### config.mk
export PLATFORM = sky130hd
export DESIGN_NAME = font_rom_arbiter_flat
export DESIGN_NICKNAME = d
export VERILOG_FILES = /design/src/rtl/font_rom_arbiter_if.sv /design/src/rtl/font_rom_arbiter.sv /design/src/flat_wrapper.sv
export SDC_FILE = /design/constraint.sdc
export NUM_CORES = 1
export LEC_CHECK = 0
export BUFFER_PORTS_ARGS = -buffer_cell sky130_fd_sc_hd__buf_4
export CORE_ASPECT_RATIO = 1.75
export CORE_MARGIN = 3
export CORE_UTILIZATION = 52
export CTS_BUF_LIST = sky130_fd_sc_hd__clkbuf_2 sky130_fd_sc_hd__clkbuf_4 sky130_fd_sc_hd__clkbuf_8
export CTS_CLUSTER_DIAMETER = 60
export DETAILED_ROUTE_END_ITERATION = 6
export PLACE_DENSITY = 0.94
export SYNTH_ARGS = -nofsm -noshare
export SYNTH_HDL_FRONTEND = slang
export SYNTH_SLANG_ARGS = --single-unit
### constraint.sdc
create_clock -name clk -period 3.6 [get_ports clk]
set_input_delay 0.18 -clock clk [delete_from_list [all_inputs] [get_ports clk]]
set_output_delay 0.18 -clock clk [all_outputs]
set_load 0.01 [all_outputs]
### src/rtl/font_rom_arbiter_if.sv
// Bus bundle between the three glyph requesters, the shared font ROM and
// the arbiter.
//   en                          machine-ready enable (no new grants when low)
//   req / req_bank / req_car / req_row
//                               per-requester read request and ROM address
//   gnt / rd_valid / rd_data    grant, read-return strobe and returned glyph row
//   overrun                     sticky per-requester starvation flag
//   rom_ad / rom_car / rom_row  address presented to the ROM
//   rom_data                    ROM row data, combinational from rom_*
// The slave modport is the arbiter's view; master is the environment's view.
interface font_rom_arbiter_if;
  logic        en;
  logic [2:0]  req;
  logic [5:0]  req_bank;
  logic [11:0] req_car;
  logic [11:0] req_row;
  logic [2:0]  gnt;
  logic [2:0]  rd_valid;
  logic [7:0]  rd_data;
  logic [2:0]  overrun;
  logic [1:0]  rom_ad;
  logic [3:0]  rom_car;
  logic [3:0]  rom_row;
  logic [7:0]  rom_data;

  modport slave (
    input  en, req, req_bank, req_car, req_row, rom_data,
    output gnt, rd_valid, rd_data, overrun, rom_ad, rom_car, rom_row
  );

  modport master (
    output en, req, req_bank, req_car, req_row, rom_data,
    input  gnt, rd_valid, rd_data, overrun, rom_ad, rom_car, rom_row
  );
endinterface

### src/rtl/font_rom_arbiter.sv
// Round-robin arbiter sharing one font ROM between three glyph requesters
// (0 = hour/timer digits, 1 = date digits, 2 = symbols).
// Ports:
//   clk    pixel clock, all state changes on its rising edge
//   reset  asynchronous, active-low reset
//   bus    font_rom_arbiter_if.slave (request, grant, ROM and return signals)
// A request sampled at edge N is granted from edge N with the winner's
// address on rom_*; the ROM row is captured and returned with rd_valid one
// cycle later. The requester currently granted is skipped at the next edge,
// so a held request never wins twice in a row.
module font_rom_arbiter (
  input  logic              clk,
  input  logic              reset,
  font_rom_arbiter_if.slave bus
);

  typedef enum logic {
    IDLE  = 1'b0,
    GRANT = 1'b1
  } state_e;

  state_e          state_q, state_d;
  logic [1:0]      ptr_q, ptr_d;        // index of the last granted requester
  logic [2:0]      gnt_q, gnt_d;
  logic [2:0]      rd_valid_q, rd_valid_d;
  logic [7:0]      rd_data_q, rd_data_d;
  logic [1:0]      rom_ad_q, rom_ad_d;
  logic [3:0]      rom_car_q, rom_car_d;
  logic [3:0]      rom_row_q, rom_row_d;
  logic [2:0]      overrun_q, overrun_d;
  logic [2:0][1:0] wait_q, wait_d;

  logic [2:0]      eligible;
  logic [2:0][1:0] order;               // order[0] is searched first
  logic            win_found;
  logic [1:0]      win_idx;

  always_comb begin
    // NOTE: every signal written here gets a default first, so no path can
    // leave one unassigned and infer a latch.
    state_d    = IDLE;
    gnt_d      = '0;
    ptr_d      = ptr_q;
    rom_ad_d   = rom_ad_q;
    rom_car_d  = rom_car_q;
    rom_row_d  = rom_row_q;
    win_found  = 1'b0;
    win_idx    = ptr_q;
    wait_d     = wait_q;
    overrun_d  = overrun_q;

    // Only in GRANT is there a current winner to exclude.
    eligible = bus.req & ((state_q == GRANT) ? ~gnt_q : 3'b111);

    case (ptr_q)
      2'd0:    order = {2'd0, 2'd2, 2'd1};
      2'd1:    order = {2'd1, 2'd0, 2'd2};
      default: order = {2'd2, 2'd1, 2'd0};
    endcase

    // Walk the search order backwards so the earliest eligible entry is the
    // last one written and therefore wins.
    for (int k = 2; k >= 0; k--) begin
      if (eligible[order[k]]) begin
        win_found = 1'b1;
        win_idx   = order[k];
      end
    end

    if (bus.en && win_found) begin
      state_d   = GRANT;
      gnt_d     = 3'b001 << win_idx;
      ptr_d     = win_idx;
      rom_ad_d  = bus.req_bank[{win_idx, 1'b0} +: 2];
      rom_car_d = bus.req_car[{win_idx, 2'b00} +: 4];
      rom_row_d = bus.req_row[{win_idx, 2'b00} +: 4];
    end

    // The ROM is addressed by rom_* during the grant cycle, so its output is
    // captured at the edge that ends that cycle.
    rd_valid_d = gnt_q;
    rd_data_d  = (|gnt_q) ? bus.rom_data : rd_data_q;

    for (int i = 0; i < 3; i++) begin
      if (!bus.req[i] || gnt_d[i]) begin
        wait_d[i] = 2'd0;
      end else if (wait_q[i] != 2'd3) begin
        wait_d[i] = wait_q[i] + 2'd1;
      end
      if (wait_d[i] == 2'd3) begin
        overrun_d[i] = 1'b1;
      end
    end
  end

  // NOTE: sequential state uses non-blocking assignments so every flop sees
  // the pre-edge values of the others, independent of statement order.
  always_ff @(posedge clk or negedge reset) begin
    if (!reset) begin
      state_q    <= IDLE;
      ptr_q      <= 2'd2;                 // requester 0 is searched first
      gnt_q      <= '0;
      rd_valid_q <= '0;
      rd_data_q  <= '0;
      rom_ad_q   <= '0;
      rom_car_q  <= '0;
      rom_row_q  <= '0;
      overrun_q  <= '0;
      wait_q     <= '0;
    end else begin
      state_q    <= state_d;
      ptr_q      <= ptr_d;
      gnt_q      <= gnt_d;
      rd_valid_q <= rd_valid_d;
      rd_data_q  <= rd_data_d;
      rom_ad_q   <= rom_ad_d;
      rom_car_q  <= rom_car_d;
      rom_row_q  <= rom_row_d;
      overrun_q  <= overrun_d;
      wait_q     <= wait_d;
    end
  end

  assign bus.gnt      = gnt_q;
  assign bus.rd_valid = rd_valid_q;
  assign bus.rd_data  = rd_data_q;
  assign bus.rom_ad   = rom_ad_q;
  assign bus.rom_car  = rom_car_q;
  assign bus.rom_row  = rom_row_q;
  assign bus.overrun  = overrun_q;

endmodule
### src/flat_wrapper.sv
// flat-port wrapper written by rule: the top's interface ports become plain ports
module font_rom_arbiter_flat 
  (clk, reset, bus_en, bus_req, bus_req_bank, bus_req_car, bus_req_row, bus_rom_data, bus_gnt, bus_rd_valid, bus_rd_data, bus_overrun, bus_rom_ad, bus_rom_car, bus_rom_row);
  font_rom_arbiter_if bus_i ();
  input  logic clk;
  input  logic reset;
  input wire logic [$bits(bus_i.en)-1:0] bus_en;
  input wire logic [$bits(bus_i.req)-1:0] bus_req;
  input wire logic [$bits(bus_i.req_bank)-1:0] bus_req_bank;
  input wire logic [$bits(bus_i.req_car)-1:0] bus_req_car;
  input wire logic [$bits(bus_i.req_row)-1:0] bus_req_row;
  input wire logic [$bits(bus_i.rom_data)-1:0] bus_rom_data;
  output wire logic [$bits(bus_i.gnt)-1:0] bus_gnt;
  output wire logic [$bits(bus_i.rd_valid)-1:0] bus_rd_valid;
  output wire logic [$bits(bus_i.rd_data)-1:0] bus_rd_data;
  output wire logic [$bits(bus_i.overrun)-1:0] bus_overrun;
  output wire logic [$bits(bus_i.rom_ad)-1:0] bus_rom_ad;
  output wire logic [$bits(bus_i.rom_car)-1:0] bus_rom_car;
  output wire logic [$bits(bus_i.rom_row)-1:0] bus_rom_row;
  assign bus_i.en = bus_en;
  assign bus_i.req = bus_req;
  assign bus_i.req_bank = bus_req_bank;
  assign bus_i.req_car = bus_req_car;
  assign bus_i.req_row = bus_req_row;
  assign bus_i.rom_data = bus_rom_data;
  assign bus_gnt = bus_i.gnt;
  assign bus_rd_valid = bus_i.rd_valid;
  assign bus_rd_data = bus_i.rd_data;
  assign bus_overrun = bus_i.overrun;
  assign bus_rom_ad = bus_i.rom_ad;
  assign bus_rom_car = bus_i.rom_car;
  assign bus_rom_row = bus_i.rom_row;
  font_rom_arbiter u_core (.clk(clk), .reset(reset), .bus(bus_i));
endmodule
======== Word level (Yosys, flattened, before mapping) ========
Cells that the tools add are included.
storage, ports and cells
  flip-flop bits (word level) ............. 36
  input port bits ......................... 44
  output and inout bits ................... 27
  logic and storage cells ................. 64
operators by class
  $add $sub $neg .......................... 3
  $lt $le $gt $ge ......................... 3
  eq/ne operators ......................... 7
  shifts and indexed selects .............. 4
  multiplexer cells ....................... 22
  bitwise operators ....................... 2
  reductions and logical operators ........ 9
operators with widths
  kind                                                        number
  indexed part select 12 x 5 -> 4 bit                         2
  2-to-1 mux 2 bit                                            9
  one-hot mux 6 bit (2 select lines)                          1
  less-than comparator 2 x 3 -> 1 bit, second input constant  3
  2-to-1 mux 1 bit                                            7
  adder 2 x 1 -> 2 bit, second input constant                 3
  binary-select mux 1 bit (select 2 bit)                      3
  == test 2 bit, second input constant                        3
  2-to-1 mux 3 bit                                            2
  inequality test 2 bit, second input constant                3
  indexed part select 6 x 4 -> 2 bit                          1
  AND 3 bit                                                   1
  zero test 1 bit                                             3
  logical OR 1 bit                                            3
  NOT 3 bit                                                   1
  OR reduction 3 bit                                          1
  left shift 1 x 2 -> 3 bit, first input constant             1
  == test 2 x 1 -> 1 bit, second input constant               1
  zero test 2 bit                                             1
  logical AND 1 bit                                           1

======== Logic depth before layout (Yosys ltp) ========
Gate-level depths: netlist (run 1).
  depth after elaboration ................. 13
  gate-level depth with buffers ........... 6
  gate-level depth less buffers ........... 6

======== Least setup slack after synthesis (run 1) ========
No wires, ideal clock.
  path kind ............................... reg-to-reg
  start point ............................. reg u_core.gnt_q[1], in the netlist u_core.bus.gnt[1]
  end point ............................... reg u_core.rom_ad_q[0], in the netlist u_core.bus.rom_ad[0]
  library setup time ...................... 0.137 ns
  arrival ................................. 1.423 ns
  data required time ...................... 3.463 ns
  path slack .............................. 2.040 ns
  stages on the path, launching flop included .. 7
  period minus slack after synthesis ...... 1.560 ns
  cells stage by stage .................... dfrtp_1 > a21bo_4 > a2bb2oi_2 > o32ai_4 > buf_8 > mux2i_1 > o21ai_1
between the ends
  word-level cells in the longest chain between the ends .. 9
RTL lines
  element                                                                         line                                            text
  start: declaration                                                              font_rom_arbiter.sv:24                          logic [2:0] gnt_q, gnt_d;
  start signal: assignment                                                        font_rom_arbiter.sv:113                         gnt_q <= gnt_d;
  NOT 3 bit (*)                                                                   font_rom_arbiter.sv:53                          eligible = bus.req & ((state_q == GRANT) ? ~gnt_q : 3'b111);
  2-to-1 mux 3 bit (*)                                                            font_rom_arbiter.sv:53
  AND 3 bit (*)                                                                   font_rom_arbiter.sv:53
  binary-select mux 1 bit (select 2 bit)                                          font_rom_arbiter.sv:64                          if (eligible[order[k]]) begin
  2-to-1 mux 1 bit (implied by the code)                                          font_rom_arbiter.sv:64
  2-to-1 mux 2 bit / 2-to-1 mux 1 bit (equally long branches) (3 in series)       font_rom_arbiter.sv:64
  indexed part select 6 x 4 -> 2 bit / logical AND 1 bit (equally long branches)  font_rom_arbiter.sv:74, font_rom_arbiter.sv:70
  end signal: assignment                                                          font_rom_arbiter.sv:116                         rom_ad_q <= rom_ad_d;
  end: declaration                                                                font_rom_arbiter.sv:27                          logic [1:0] rom_ad_q, rom_ad_d;
Every way passes the cells marked *; elsewhere a longest branch is shown, timed or not. The select of a mux whose other input is x is not followed.
A chain may end at the register's enable or synchronous reset.

==> flow_summary.toml, run 1 <==
[floorplan]
dieWidth_um = 47.7
ios = 71
rows = 25
fp.dieH_um = 79.0
start_util_pct = 56.3
core_area_sq_um = 2820
dieArea_sq_um = 3770

[global_routing]
antenna_found_initial = 0
overflow = 0
grt.total_usage_pct = 23.1
grt_pass1_wl_um = 6200
grt_max_degree = 37
grt_pass1_vias = 1464

[detailed_routing]
drc = 0
totalWireLength_um = 3750
drt_first_pass_iters = 4
via_per_inst = 5.78
postRouteAntennaNets = 0
drt_iter0_drc = 25
vias = 1323
wire_per_inst_um = 16.4

[timing]
whs_ns = 0.129
rsz0062_at_grt = "false"
tightest_slew_ns = 0.905
finalHoldViolations = 0
setup_viol = 0
fin_crit_ns = 2.01
tns_ns = 0
fin_crit_sh_pct = 55.9
max_freq_mhz = 497
drv_slew = 0
relSlewSlack_pct = 39.3
skew_ns = 0.00384

[worst_setup_path]
crit_start = "u_core.bus.gnt[0]"
path_class = "flip-flop to flip-flop"
r2r_cells = 6
required_ns = 3.82
path_max_fanout = 14
cp-end-kind = "flip-flop"
cpMaxStageDelayCell = "o21ai_1"
crit_chain = "nand2b_1 -> o221ai_2 -> o21ai_1 -> inv_2 -> nand2_1 -> o211a_1"
cpPeakStageDelay_ns = 0.73
arrival_ns = 2.24
crit_path_start_kind = "flip-flop"
worstReg2RegStart = "u_core.bus.gnt[0]"

[clock_tree]
cts.sinks = 36
clock_latency_ns = 0.28
htreeDepth = 2
cts_setup_buffers = 0
post_cts_resized = 0
cts_buffers = 5
path_clk_slew_ns = 0.06
clock_path_buffers = 2
clock-root-buffer = "clkbuf_8"
tritoncts = "built"

[final_layout]
fin_nets = 246
layout_common_cells = "70 x buf_4, 35 x dfrtp_1, 12 x o21ai_1"
layout.cells.non_filler = 229
syn_to_final_growth_pct = 40.4
antennaDiodeCount = 0
multi_input_area_sq_um = 631
seqCellArea_sq_um = 902
fill_cells = 177
drive_gt1_share_pct = 47.0
layout_commonest_cell = "buf_4"

[yosys]
syn_area_sq_um = 1580
synth_top_area_share_pct = 55.3
yosysWarnings = 0
synth.area.top_cells = "dfrtp_1 55%, mux2i_1 7.0%, mux2_2 6.4%"
syn_nets = 171
synth_area_per_cell_sq_um = 12.5
synth_edf_count = 0
synth_ff_type = "dfrtp_1"
synth_area_leader_cell = "dfrtp_1"
synthArstFlopShare_pct = 100
synthCells = 127
synth_seq_cells = 36
yosysSeqAreaShare_pct = 57.0
netlist-cell-type-count = 31

[placement]
portBuffers = 70
dp_cells = 221
place_hpwl_um = 3000
gp_congestion = 0.791

[power_and_ir_drop]
p_leak_uw = 0.00109
powerDensity_nw_per_um2 = 569
vdd_ir_drop_max_uv = 538
total_power_uw = 1270

[flow_run]
drv_cap = 0

[min_path]
min-delay-start = "bus_rom_data[0]"
hp-class = "primary input to flip-flop"
min_path_cells = 2

[run_status]
outcome = "completed"
[cells in the mapped netlist, drive strengths merged (2+ instances only)]
library cell and number:
a21bo 2, nand2b 3, mux2i 11, o211ai 2, nor2 6, dfrtp 35, a21oi 4, o21bai 2
mux2 9, nand2 7, nand4 2, inv 7, o21ai 13, a22oi 8, buf 3, a21boi 3
[flip-flops by register name (all words and copies together) (netlist names)]
name                 cells
u_core.bus.overrun       3
u_core.bus.rd_valid      3
u_core.state_q           1
u_core.ptr_q             2
u_core.bus.rom_car       4
u_core.bus.rom_row       4
u_core.wait_q            6
u_core.bus.rd_data       8
u_core.bus.gnt           3
u_core.bus.rom_ad        2
[layer usage]
metal	global-route usage (%)	vias to the layer above	routed length (um)
met4	12.7	0	112
met2	39.7	76	1980
met3	8.62	10	403
met1	21.5	628	1260
li1	-	609	-
met5	0	-	0
[kinds of logic after synthesis]
family,after synthesis,share of synthesized area [%]
AND/OR/NAND/NOR,20,6.08
AO/OA/AOI/OAI,41,20.4
multiplexers,20,13.3
buffers and inverters,10,3.24
flip-flops,36,57.0
[report_power, final]
group	switching (uW)	total, uW	internal, uW
combinational	184	406	222
sequential	61.6	556	494
clock	134	304	170
total	380	1270	887
[critical path, delay by kind of cell (launching register included)]
family | cells | cell delay [ns]
buffers and inverters | 1 | 0.18
AO/OA/AOI/OAI | 3 | 1.03
flip-flops | 1 | 0.42
AND/OR/NAND/NOR | 2 | 0.33
[final timing paths]
| path | to | slack, ns |
|---|---|---|
| setup / recovery | u_core.wait_q[3] | 1.59 |
| hold / removal | u_core.bus.rd_data[0] | 0.13 |
| setup reg to reg | u_core.wait_q[3] | 1.59 |
| hold reg to reg | u_core.wait_q[0] | 0.44 |
| max in group asynchronous | u_core.ptr_q[1] | 2.89 |
| min in group asynchronous | u_core.wait_q[5] | 0.39 |
[final cells by class]
class                   instances  area share [%]
repair buffers                 71            24.1
well taps                      27            1.52
inverters                       7            1.18
clock buffers                   7            4.33
multi-input cells              81            28.3
flip-flops and latches         36            40.6
[stage by stage]
stage	worst slack, ns	area (sq um)	util [%]
3_3_place_gp	1.70	2120	75.2
3_5_place_dp	1.61	2120	75.2
5_1_grt	1.38	2220	79.0
4_1_cts	1.58	2220	79.0
2_1_floorplan	2.04	1580	-
6_report	1.59	2220	79.0
[what timing repair did]
| action | 4_1_cts | 5_1_grt |
|---|---|---|
| hold endpoints to repair | 35 | 0 |
| hold buffers | 1 | 0 |
| setup endpoints to repair | 0 | 0 |
(Power assumes the default switching activity.)
==> inputs of run 2 (changes only) <==
- CORE_UTILIZATION: 52 -> 43
- PLACE_DENSITY: 0.94 -> 0.84
- clock period: 3.6 -> 1.65 ns (I/O delays scaled with it)
==> run 2 against run 1 <==
Power up 140%; setup slack lost 1.6 ns; non-clock buffer count is 18 higher; register-to-register slack got worse by 1.6 ns; critical path type unchanged; critical endpoint is now u_core.bus.rom_car[2]; largest cell class unchanged.
==> flow_summary.toml, run 2 (synthesis results as in run 1) <==
[floorplan]
dieWidth_um = 51.9
dieArea_sq_um = 4480
ios = 71
core_area_sq_um = 3470
start_util_pct = 45.7
fp.dieH_um = 86.3
rows = 28

[min_path]
hp-class = "primary input to flip-flop"

[power_and_ir_drop]
p_leak_uw = 0.00119
clkPwrFrac_pct = 25.3
powerDensity_nw_per_um2 = 1220
swShare_pct = 28.8
power.switching_uw = 858
vdd_ir_drop_max_uv = 789
p_int_uw = 2120
p_seq_share_pct = 39.9
comb_power_share_pct = 34.7

[worst_setup_path]
arrival_ns = 1.81
crit_chain = "a21bo_4 -> buf_6 -> o32ai_4 -> buf_12 -> mux2i_2 -> o21ai_1"
cp-end-kind = "flip-flop"
required_ns = 1.81
crit_path_start_kind = "flip-flop"
cpMaxStageDelayCell = "dfrtp_2"
path_max_fanout = 7
cpPeakStageDelay_ns = 0.44
path_class = "flip-flop to flip-flop"

[placement]
portBuffers = 70
gp_congestion = 0.753
place_hpwl_um = 2890
dp_cells = 253

[clock_tree]
path_clk_slew_ns = 0.07
clock_latency_ns = 0.28
htreeDepth = 2
clock_path_buffers = 2
cts.sinks = 36
clock-root-buffer = "clkbuf_8"
tritoncts = "built"
cts_buffers = 5

[timing]
skew_ns = 0.00203
fin_crit_sh_pct = 99.7
max_freq_mhz = 608
fin_crit_ns = 1.65
finalHoldViolations = 0
rsz0062_at_grt = "true"
drv_slew = 0
tightest_slew_ns = 0.498
setup_viol = 0
relSlewSlack_pct = 66.8

[detailed_routing]
drc = 0
drt_iter0_drc = 9
wire_per_inst_um = 13.6
postRouteAntennaNets = 0
vias = 1334
drt_first_pass_iters = 4
totalWireLength_um = 3630
via_per_inst = 5.02

[final_layout]
layout_common_cells = "85 x buf_4, 34 x dfrtp_1, 9 x o21ai_1, 9 x mux2i_1, 9 x mux2_2"
drive_gt1_share_pct = 55.7
multi_input_area_sq_um = 664
fin_nets = 264
largest_register_ffs = 8
layout_commonest_cell = "buf_4"
fill_cells = 244
layout.cells.non_filler = 266
syn_to_final_growth_pct = 54.8
seqCellArea_sq_um = 903
antennaDiodeCount = 0
fin_util_pct = 70.7

[global_routing]
antenna_found_initial = 0
grt.total_usage_pct = 18.1
overflow = 0
grt_pass1_vias = 1471
grt_pass1_wl_um = 6090
grt_max_degree = 37

[flow_run]
drv_cap = 0

[run_status]
outcome = "completed"
[run 2: changes by cell type in the layout (fill, tap and decap cells not counted), moves of 2 or more]
cell,previous run,this run
o21ai_1,12,9
buf_4,70,85
mux2i_2,0,2
buf_6,0,2
mux2i_1,11,9
o21ai_2,0,3
clkbuf_8,7,5
[run 2: routing by layer]
| metal | track usage, % | share of wire, % |
|---|---|---|
| met1 | 17.2 | 34 |
| met2 | 33.6 | 54 |
| met3 | 6.37 | 10 |
| met4 | 7.16 | 2.3 |
| met5 | 0 | 0 |
[run 2: cell type report]
| cell class | count | share of cell area, % |
|---|---|---|
| Sequential cell | 36 | 36.8 |
| Tap cell | 45 | 2.30 |
| Multi-Input combinational cell | 81 | 27.1 |
| Clock inverter | 3 | 1.73 |
| Inverter | 7 | 1.07 |
| Timing Repair Buffer | 89 | 28.2 |
| Clock buffer | 5 | 2.81 |
[run 2: critical path, delay by kind of cell (launching register included)]
family	cells	cell delay, ns
flip-flops	1	0.44
multiplexers	1	0.20
buffers and inverters	2	0.28
AO/OA/AOI/OAI	3	0.59
[run 2: worst paths after layout]
check                                 start               endpoint  slack, ns  depth (start not counted)
setup / recovery             u_core.state_q  u_core.bus.rom_car[2]      0.004                          6
hold / removal              bus_req_car[11]  u_core.bus.rom_car[3]       0.02                          3
setup reg to reg             u_core.state_q  u_core.bus.rom_car[2]      0.004                          6
hold reg to reg            u_core.wait_q[0]       u_core.wait_q[0]       0.45                          1
max in group asynchronous             reset        u_core.ptr_q[1]       1.02                          2
min in group asynchronous             reset  u_core.bus.rd_data[2]       0.28                          2
[run 2: power by group through the flow]
stage	sequential, uW	combinational (uW)	clock [uW]
3_5_place_dp	1210	993	0
2_1_floorplan	1280	402	0
3_3_place_gp	1200	970	0
6_report	1190	1040	755
4_1_cts	1190	1040	786
5_1_grt	1210	1130	828
[run 2: timing repair]
action                                  4_1_cts  5_1_grt
pin swaps                                     1        0
endpoints found under the hold margin        35        0
resized for setup                             9        2
hold buffers                                  1        0
setup buffers                                 4        0
endpoints found under the setup margin       14       12
[run 2: metrics by stage]
| step | setup WS (ns) | setup TNS (ns) | hold slack [ns] | area, sq um | total power, uW |
|---|---|---|---|---|---|
| final | 0.00415 | 0 | 0.0231 | 2450 | 2980 |
| after global routing | -0.0717 | -0.550 | 0.00811 | 2450 | 3160 |
| after CTS | 0.00566 | 0 | 0.0116 | 2440 | 3020 |
| after detailed placement | -0.164 | -1.21 | 0.0616 | 2260 | 2200 |
| after global placement | -0.0781 | -0.263 | 0.0561 | 2260 | 2170 |
| after floorplan | 0.0902 | 0 | -0.213 | 1580 | 1690 |
